==> config.mk <==
export PLATFORM = sky130hd
export DESIGN_NAME = alu_op_sequencer
export DESIGN_NICKNAME = d
export VERILOG_FILES = /design/src/rtl/alu_ctrl_pkg.sv /design/src/rtl/alu_op_decode.sv /design/src/rtl/alu_op_sequencer.sv
export SDC_FILE = /design/constraint.sdc
export NUM_CORES = 1
export LEC_CHECK = 0
export ABC_AREA = 1
export CORE_AREA = 2 2 133 135
export DETAILED_ROUTE_END_ITERATION = 16
export DIE_AREA = 0 0 135 137
export PLACE_DENSITY_LB_ADDON = 0.2
export SYNTH_ARGS = -nofsm -noshare
export SYNTH_HDL_FRONTEND = slang
export SYNTH_SLANG_ARGS = --single-unit
==> constraint.sdc <==
create_clock -name clk -period 1.5 [get_ports clk]
set_input_delay 0.15 -clock clk [delete_from_list [all_inputs] [get_ports clk]]
set_output_delay 0.15 -clock clk [all_outputs]
set_load 0.02 [all_outputs]
==> src/rtl/alu_ctrl_pkg.sv <==
// Shared definitions for the ALU op sequencer: op bit indices, FSM state codes, error codes.
// Latency: n/a (definitions only).
// Backpressure: n/a.
package alu_ctrl_pkg;

  // Bit positions inside the one-hot ALU ctrl vector.
  localparam int OP_ADD = 0;
  localparam int OP_SUB = 1;
  localparam int OP_MUL = 2;
  localparam int OP_DIV = 3;
  localparam int OP_SHR = 4;
  localparam int OP_SHL = 5;
  localparam int OP_ROR = 6;
  localparam int OP_ROL = 7;
  localparam int OP_AND = 8;
  localparam int OP_OR  = 9;
  localparam int OP_NEG = 10;
  localparam int OP_NOT = 11;

  // Sequencer FSM states.
  localparam logic [1:0] ST_IDLE = 2'd0;
  localparam logic [1:0] ST_EXEC = 2'd1;
  localparam logic [1:0] ST_DONE = 2'd2;

  // Response error codes.
  localparam logic [1:0] ERR_OK      = 2'b00;
  localparam logic [1:0] ERR_ILLEGAL = 2'b01;
  localparam logic [1:0] ERR_DIV0    = 2'b10;

  // Which hold-time class an op belongs to.
  typedef enum logic [1:0] {
    LAT_ALU = 2'd0,
    LAT_MUL = 2'd1,
    LAT_DIV = 2'd2
  } lat_sel_e;

  // Counter width able to hold (max latency - 1); never narrower than one bit.
  function automatic int cnt_width(input int a, input int b, input int c);
    int m;
    m = a;
    if (b > m) m = b;
    if (c > m) m = c;
    if (m <= 1) return 1;
    return $clog2(m);
  endfunction

endpackage

==> src/rtl/alu_op_decode.sv <==
// Classifies a requested op: legality (exactly one hot bit), divide-by-zero, hold-time class.
// Latency: purely combinational.
// Backpressure: none; evaluated every cycle, only consumed on the accept edge.
// Ports: i_op (one-hot op), i_y (operand Y) -> o_legal, o_div_zero, o_lat_sel.
module alu_op_decode
  import alu_ctrl_pkg::*;
#(
  parameter int BITS      = 32,
  parameter int SIG_COUNT = 12
) (
  input  logic [SIG_COUNT-1:0] i_op,
  input  logic [BITS-1:0]      i_y,
  output logic                 o_legal,
  output logic                 o_div_zero,
  output lat_sel_e             o_lat_sel
);

  logic [SIG_COUNT-1:0] w_op_minus1;

  // x & (x-1) clears the lowest set bit, so it is zero only for 0 or one-hot x.
  assign w_op_minus1 = i_op - 1'b1;
  assign o_legal     = (i_op != '0) && ((i_op & w_op_minus1) == '0);
  assign o_div_zero  = o_legal && i_op[OP_DIV] && (i_y == '0);

  always_comb begin
    o_lat_sel = LAT_ALU;
    if (i_op[OP_MUL]) begin
      o_lat_sel = LAT_MUL;
    end else if (i_op[OP_DIV]) begin
      o_lat_sel = LAT_DIV;
    end
  end

endmodule

==> src/rtl/alu_op_sequencer.sv <==
// Issues one op at a time to a combinational ALU, holds its inputs for a per-op latency, returns the result.
// Latency: legal op -> rsp_valid L edges after accept (L = ALU/MUL/DIV_CYCLES); rejected op -> on the accept edge.
// Backpressure: req_ready only in IDLE; response is held frozen until rsp_ready, no back-to-back issue.
// Ports: clk/clr; req_valid/req_ready/req_op/req_x/req_y request; alu_ctrl/alu_x/alu_y/alu_result ALU side;
//        rsp_valid/rsp_ready/rsp_zhi/rsp_zlo/rsp_err response; busy status.
module alu_op_sequencer
  import alu_ctrl_pkg::*;
#(
  parameter int BITS       = 32,
  parameter int SIG_COUNT  = 12,
  parameter int ALU_CYCLES = 1,
  parameter int MUL_CYCLES = 4,
  parameter int DIV_CYCLES = 8
) (
  input  logic                 clk,
  input  logic                 clr,
  input  logic                 req_valid,
  output logic                 req_ready,
  input  logic [SIG_COUNT-1:0] req_op,
  input  logic [BITS-1:0]      req_x,
  input  logic [BITS-1:0]      req_y,
  output logic [SIG_COUNT-1:0] alu_ctrl,
  output logic [BITS-1:0]      alu_x,
  output logic [BITS-1:0]      alu_y,
  input  logic [2*BITS-1:0]    alu_result,
  output logic                 rsp_valid,
  input  logic                 rsp_ready,
  output logic [BITS-1:0]      rsp_zhi,
  output logic [BITS-1:0]      rsp_zlo,
  output logic [1:0]           rsp_err,
  output logic                 busy
);

  localparam int CNT_W = cnt_width(ALU_CYCLES, MUL_CYCLES, DIV_CYCLES);
  localparam logic [CNT_W-1:0] ALU_LAST = CNT_W'(ALU_CYCLES - 1);
  localparam logic [CNT_W-1:0] MUL_LAST = CNT_W'(MUL_CYCLES - 1);
  localparam logic [CNT_W-1:0] DIV_LAST = CNT_W'(DIV_CYCLES - 1);

  logic [1:0]           r_state;
  logic [SIG_COUNT-1:0] r_op;
  logic [BITS-1:0]      r_x;
  logic [BITS-1:0]      r_y;
  logic [CNT_W-1:0]     r_cnt;
  logic [BITS-1:0]      r_zhi;
  logic [BITS-1:0]      r_zlo;
  logic [1:0]           r_err;

  logic                 w_legal;
  logic                 w_div_zero;
  lat_sel_e             w_lat_sel;
  logic [CNT_W-1:0]     w_cnt_init;

  alu_op_decode #(
    .BITS      (BITS),
    .SIG_COUNT (SIG_COUNT)
  ) u_decode (
    .i_op       (req_op),
    .i_y        (req_y),
    .o_legal    (w_legal),
    .o_div_zero (w_div_zero),
    .o_lat_sel  (w_lat_sel)
  );

  // Counter starts at L-1 and the capture happens on the edge where it reads 0,
  // giving exactly L cycles of stable ALU inputs.
  always_comb begin
    w_cnt_init = ALU_LAST;
    case (w_lat_sel)
      LAT_MUL: w_cnt_init = MUL_LAST;
      LAT_DIV: w_cnt_init = DIV_LAST;
      default: w_cnt_init = ALU_LAST;
    endcase
  end

  always_ff @(posedge clk) begin
    if (clr) begin
      r_state <= ST_IDLE;
      r_op    <= '0;
      r_x     <= '0;
      r_y     <= '0;
      r_cnt   <= '0;
      r_zhi   <= '0;
      r_zlo   <= '0;
      r_err   <= ERR_OK;
    end else begin
      case (r_state)
        ST_IDLE: begin
          if (req_valid) begin
            r_op <= req_op;
            r_x  <= req_x;
            r_y  <= req_y;
            if (!w_legal) begin
              r_state <= ST_DONE;
              r_err   <= ERR_ILLEGAL;
              r_zhi   <= '0;
              r_zlo   <= '0;
            end else if (w_div_zero) begin
              r_state <= ST_DONE;
              r_err   <= ERR_DIV0;
              r_zhi   <= '0;
              r_zlo   <= '0;
            end else begin
              r_state <= ST_EXEC;
              r_err   <= ERR_OK;
              r_cnt   <= w_cnt_init;
            end
          end
        end
        ST_EXEC: begin
          if (r_cnt == '0) begin
            r_zhi   <= alu_result[2*BITS-1:BITS];
            r_zlo   <= alu_result[BITS-1:0];
            r_state <= ST_DONE;
          end else begin
            r_cnt <= r_cnt - 1'b1;
          end
        end
        ST_DONE: begin
          if (rsp_ready) begin
            r_state <= ST_IDLE;
          end
        end
        default: r_state <= ST_IDLE;
      endcase
    end
  end

  // Ctrl is gated by state so the ALU only ever sees an op while it is being executed;
  // rejected ops are registered but never reach alu_ctrl.
  assign alu_ctrl  = (r_state == ST_EXEC) ? r_op : '0;
  assign alu_x     = r_x;
  assign alu_y     = r_y;
  assign req_ready = (r_state == ST_IDLE);
  assign busy      = (r_state != ST_IDLE);
  assign rsp_valid = (r_state == ST_DONE);
  assign rsp_zhi   = r_zhi;
  assign rsp_zlo   = r_zlo;
  assign rsp_err   = r_err;

endmodule

==> results of run 1 <==
## placed cells by master, fill, tap and decap left out, types with 3 or more instances in the layout
cell type,n
buf_16,5
o21ai_2,4
nand2_2,42
nand2_4,12
a21oi_2,50
nor2_4,8
dlygate4sd2_1,148
inv_2,14
inv_1,25
buf_12,14
nor2_1,146
clkbuf_2,4
inv_6,6
buf_4,58
dfxtp_1,145
buf_6,19
nand2_1,109
clkbuf_16,28
nor2_2,12
o21ai_1,30
nand3_2,3
dlymetal6s2s_1,3
nand3_1,6
clkbuf_8,4
clkdlybuf4s50_1,109
clkinv_4,4
buf_2,5
o21ai_0,50
a21oi_1,37
clkdlybuf4s15_1,7
## what timing repair did
item / 4_1_cts / 5_1_grt
gates cloned: 6 / 14
setup endpoints to repair: 214 / 156
buffers inserted: 15 / 16
resized for setup: 265 / 137
pin swaps: 13 / 43
## cell type report
class / count / area [sq um] / area share (%)
multi-input combinational: 523 / 2810 / 26.1
sequential: 147 / 2950 / 27.4
timing repair buffer: 386 / 3950 / 36.6
clock inverter: 11 / 139 / 1.29
clock buffer: 21 / 480 / 4.46
antenna: 1 / 2.50 / 0.0232
inverter: 41 / 161 / 1.50
tap: 225 / 282 / 2.61
## worst paths after layout
path | to | cells past startpoint | slack, ns
setup / recovery | rsp_zlo[11]$_SDFFE_PP0P_ | 9 | -0.13
hold / removal | alu_y[0]$_SDFFE_PP0P_ | 3 | 0.008
setup reg to reg | rsp_zlo[11]$_SDFFE_PP0P_ | 9 | -0.13
hold reg to reg | r_op[5]$_SDFFE_PP0P_ | 2 | 0.45
## routing by layer
layer  vias to the layer above  part of all wire [%]  GRT usage, %
li1                       3139                     -             -
met5                         -                     0             0
met4                         0                   1.8          7.00
met1                      2839                    41          23.0
met3                        26                   6.3          6.96
met2                       176                    51          35.0
## flip-flops by register name, indices dropped and copies added, names as in the netlist
signal and cells:
alu_x 32, alu_y 32, r_cnt 3, r_op 12
r_state 2, rsp_err 2, rsp_zhi 32, rsp_zlo 32
## worst max-delay path, stage by stage, from the launching register on
cell	delay [ns]
dfxtp_2	0.33
buf_6	0.12
nor2_4	0.17
nand4_1	0.15
buf_6	0.16
buf_12	0.11
nand3_4	0.14
buf_12	0.15
nand2_1	0.05
a21oi_1	0.17
## logic make-up (layout without fill, tap and decap cells)
family | Yosys count | count (layout)
AND/OR/NAND/NOR | 343 | 344
AO/OA/AOI/OAI | 176 | 176
flip-flops | 147 | 147
buffers and inverters | 86 | 459
adder cells (fa/ha/maj) | 2 | 2
XOR/XNOR | 1 | 1
other | 0 | 1
## metrics by stage
| stage | TNS, ns | total power [W] | setup WS [ns] | cells | utilization [%] |
|---|---|---|---|---|---|
| 3_3_place_gp | -40.18 | 0.00661 | -0.610 | 1273 | 54.5 |
| 2_1_floorplan | 0 | 0.00545 | 0.0184 | 755 | - |
| 6_report | -5.58 | 0.0114 | -0.126 | 1355 | 63.1 |
| 4_1_cts | -3.80 | 0.0111 | -0.0804 | 1326 | 59.2 |
| 5_1_grt | -22.33 | 0.0118 | -0.246 | 1355 | 63.1 |
| 3_5_place_dp | -43.30 | 0.00662 | -0.667 | 1273 | 54.5 |
## report_power, final
group	internal [W]	switching [W]	total, W
Sequential	0.00417	0.000122	0.00429
Clock	0.00267	0.00175	0.00441
Combinational	0.00131	0.00135	0.00266
Total	0.00815	0.00322	0.0114
==> impl_metrics.json, run 1 <==
{
  "die_width_um": 135,
  "die-area_sq_mm": 0.0185,
  "whs_ns": 0.00833,
  "synth_xor_area_share_pct": 0.149,
  "viasPerCell": 4.56,
  "htree_levels": 4,
  "synth_edf_count": 0,
  "status": "complete, but fails checks",
  "slew_headroom_pct": 70.6,
  "cts_sinks": 147,
  "timing.final.hold_violations": 0,
  "peakVddDrop_mv": 0.730,
  "power_density_mw_per_mm2": 1060,
  "yosysTopAreaCell": "dfxtp_1",
  "synth_area_sq_mm": 0.00586,
  "worstPathRequired_ns": 1.83,
  "fillers": 1504,
  "initial_core_util_pct": 34.4,
  "post_synth_num_cell_types": 24,
  "hold_path.class": "primary input to register",
  "fp-row-count": 48,
  "synth_top_family_by_area": "simple AND/OR/NAND/NOR gates",
  "hold_buffers": 0,
  "synth-seq-cells": 147,
  "endpoint_kind": "register",
  "synth_cells": 755,
  "yosysWarnings": 0,
  "synth-simple-area-share_pct": 24.5,
  "setup_slack_ns": -0.126,
  "clock.fmax_mhz": 615,
  "synth_compound_area_share_pct": 17.7,
  "wirelength_um": 21200,
  "postRouteAntennaNets": 0,
  "ys_top_cells_by_count": "161 x nor2_1, 147 x dfxtp_1, 122 x nand2_1",
  "worst-slew-pin-transition_ns": 0.441,
  "crit_path_max_fanout": 6,
  "clkLatencyLatePin_ns": 0.42,
  "fin_crit_ns": 1.63,
  "dp_hpwl_um": 12900,
  "grt_max_degree": 67,
  "hold_path_startpoint": "req_y[0]",
  "cts.path.max_buffers": 2,
  "vias": 6180,
  "p_leak_nw": 4.94,
  "synth_mux_area_share_pct": 0,
  "core_sq_mm": 0.0171,
  "startpoint_type": "register",
  "place_area_sq_mm": 0.00930,
  "worstReg2RegStart": "r_state[1]$_SDFFE_PP0P_",
  "cts-buffers-inserted": 17,
  "synth.most_common_cell": "nor2_1",
  "setup.worst_path.start": "r_state[1]$_SDFFE_PP0P_",
  "grtUsageTotal_pct": 20.1,
  "overflow": 0,
  "cts_tree": "yes",
  "layout.nets": 1262,
  "cts-root-buf": "clkbuf_16",
  "grt_pass1_vias": 5865,
  "violations": "setup timing",
  "avgSynthCellArea_sq_um": 7.77,
  "drt_drc_violations_left": 0,
  "routedWlPerCell_um": 15.7,
  "synth-adder-area-share_pct": 0.427,
  "synth_seq_area_share_pct": 50.2,
  "synth.area.top_cells": "dfxtp_1 50%, nor2_1 10%, nand2_1 7.8%",
  "drv_cap": 0,
  "yosysTopAreaCellShare_pct": 50.2,
  "final_area_sq_mm": 0.0108,
  "cp.arrival_ns": 1.95,
  "ios": 289,
  "drtIter0Drc": 207,
  "cts.clk_slew.worst_paths_ns": 0.06,
  "rsz0062_at_grt": "yes",
  "antenna_found_initial": 1,
  "skew_ns": 0.00966,
  "syn_nets": 901,
  "setup_viol": 135,
  "dr.pass1.iters": 4,
  "fin_crit_sh_pct": 108,
  "slew_violations": 0,
  "grt_pass1_wl_um": 29400,
  "die_h_um": 137,
  "port_buffers": 288,
  "gp_congestion": 0.799,
  "async_reset_ff_share_pct": 0,
  "synth_top_flop_cell": "dfxtp_1",
  "syn_to_final_growth_pct": 83.6,
  "drive_gt1_share_pct": 27.3,
  "worstSetupPathType": "register to register"
}
Note: power is estimated with default switching activity, not from simulation.
==> inputs of run 2 (changes only) <==
Settings changed: CORE_AREA 2 2 133 135 to 4 4 135 137, DIE_AREA 0 0 135 137 to 0 0 139 141, HOLD_SLACK_MARGIN from default to 0.12, SLEW_MARGIN from default to 20.
==> run 2 against run 1 <==
Against the previous run:
- the run still ends with setup timing left
- critical endpoint is now rsp_zlo[21]$_SDFFE_PP0P_
- total power grew 0.55%
- sequential power is essentially flat
- largest cell class unchanged
- register-to-register slack gained 0.03 ns
- via count grew 7.0%
==> impl_metrics.json, run 2 (synthesis results as in run 1) <==
{
  "die-area_sq_mm": 0.0196,
  "worstReg2RegStart": "r_state[0]$_SDFFE_PP0P_",
  "crit_chain": "inv_2, nor2_4, inv_8, buf_8, buf_6, nor2_4, buf_12, clkbuf_16, nand2_1, a21oi_2",
  "cp.arrival_ns": 1.95,
  "slew_headroom_pct": 71.2,
  "drive_gt1_share_pct": 33.4,
  "final_common_cell": "dlygate4sd2_1",
  "vias": 6611,
  "fin_crit_sh_pct": 107,
  "ios": 289,
  "status": "complete, but fails checks",
  "crit_path_max_fanout": 8,
  "antenna_found_initial": 0,
  "wirelength_um": 23800,
  "layout.nets": 1316,
  "cts.clk_slew.worst_paths_ns": 0.06,
  "timing.final.hold_violations": 0,
  "hold_path.class": "primary input to register",
  "peakVddDrop_mv": 0.721,
  "setup.worst_path.start": "r_state[0]$_SDFFE_PP0P_",
  "n_antenna_cell": 0,
  "hold_path_startpoint": "req_y[18]",
  "die_h_um": 141,
  "port_buffers": 288,
  "overflow": 0,
  "grtUsageMet3_pct": 7.60,
  "core_sq_mm": 0.0171,
  "final_area_sq_mm": 0.0115,
  "viasPerCell": 4.70,
  "layout_common_cells": "146 x dlygate4sd2_1, 144 x dfxtp_1, 134 x nor2_1",
  "cts.path.max_buffers": 2,
  "dp_hpwl_um": 13300,
  "cpMostUsedCell": "nor2_4",
  "setup_viol": 93,
  "gp_congestion": 0.874,
  "dp_cells": 1267,
  "grt_pass1_vias": 6402,
  "cts-buffers-inserted": 17,
  "worstSetupPathType": "register to register",
  "instances_no_fill": 1406,
  "place_area_sq_mm": 0.00926,
  "utilization_pct": 67.5,
  "grtUsageTotal_pct": 20.6,
  "syn_to_final_growth_pct": 96.5,
  "worst-slew-pin-transition_ns": 0.433,
  "skew_ns": 0.00868,
  "slowest_stage": "dfxtp_2",
  "worstPathRequired_ns": 1.85,
  "grt_use_met1_pct": 23.0,
  "die_width_um": 139,
  "cpLargestDelayFamily": "buffers and inverters",
  "dr.pass1.iters": 5,
  "grt_max_degree": 67,
  "busiest_layer": "met2",
  "postRouteAntennaNets": 0,
  "routedWlPerCell_um": 16.9,
  "cts-root-buf": "clkbuf_16",
  "drtIter0Drc": 263,
  "max_stage_delay_ns": 0.33,
  "clock.fmax_mhz": 626,
  "endpoint_kind": "register",
  "setup_slack_ns": -0.0978,
  "violations": "setup timing",
  "drt_drc_violations_left": 0,
  "drv_cap": 0,
  "slew_violations": 0,
  "p_leak_nw": 5.35,
  "clkLatencyLatePin_ns": 0.41,
  "cts_tree": "yes",
  "htree_levels": 4,
  "startpoint_type": "register",
  "initial_core_util_pct": 34.4,
  "critPathBufInv": 6,
  "fp-row-count": 48,
  "rsz0062_at_grt": "yes",
  "fin_crit_ns": 1.60,
  "power_density_mw_per_mm2": 992,
  "p_total_w": 0.0114,
  "whs_ns": 0.101,
  "grt_use_met2_pct": 35.4,
  "cts_sinks": 147,
  "grt_pass1_wl_um": 32700
}
run 2: cell types whose count changed in the layout (fill, tap and decap cells not counted), sizes merged, moves of 3 or more:
cell           change
buf               +29
dlygate4sd3       +22
clkbuf            +14
clkdlybuf4s50     -10
inv                -3
run 2: cell type report:
cell class                      count  area, sq um
Multi-Input combinational cell    522         3060
Sequential cell                   147         2950
Inverter                           41          166
Tap cell                          225          282
Clock buffer                       21          470
Clock inverter                      9          105
Fill cell                        1390         5540
Timing Repair Buffer              440         4480
Timing Repair inverter              1         11.3
run 2: metal layers:
| metal | vias up | wire length, um |
|---|---|---|
| met5 | - | 0 |
| met4 | 0 | 768 |
| met3 | 55 | 1620 |
| met2 | 235 | 11900 |
| met1 | 3068 | 9560 |
| li1 | 3253 | - |
run 2: report_power, final:
part	total [W]	leakage, nW	internal, W	switching [W]
registers	0.00431	1.20	0.00417	0.000140
clock network	0.00420	0.285	0.00256	0.00164
logic	0.00292	3.86	0.00144	0.00148
run 2: stage by stage:
step | setup slack [ns] | setup TNS (ns)
after floorplan | 0.0184 | 0
after global placement | -0.626 | -42.11
after detailed placement | -0.685 | -44.79
after CTS | -0.129 | -5.20
after global routing | -0.154 | -12.94
final | -0.0978 | -4.23
run 2: worst paths after layout:
path	end	slack (ns)	depth (start not counted)
max	rsp_zlo[21]$_SDFFE_PP0P_	-0.1	10
min	alu_y[18]$_SDFFE_PP0P_	0.10	3
max reg2reg	rsp_zlo[21]$_SDFFE_PP0P_	-0.1	10
min reg2reg	rsp_zlo[4]$_SDFFE_PP0P_	0.46	2
run 2: timing repair:
item	4_1_cts	5_1_grt
setup buffers	49	15
gates resized for setup	338	195
pin swaps	36	73
hold buffers	13	9
setup endpoints to repair	214	159
cloned	6	20
endpoints found under the hold margin	13	9
run 2: worst min-delay path, delay by kind of cell:
family | cells | cell delay [ns]
buffers and inverters | 1 | 0.18
AND/OR/NAND/NOR | 2 | 0.15
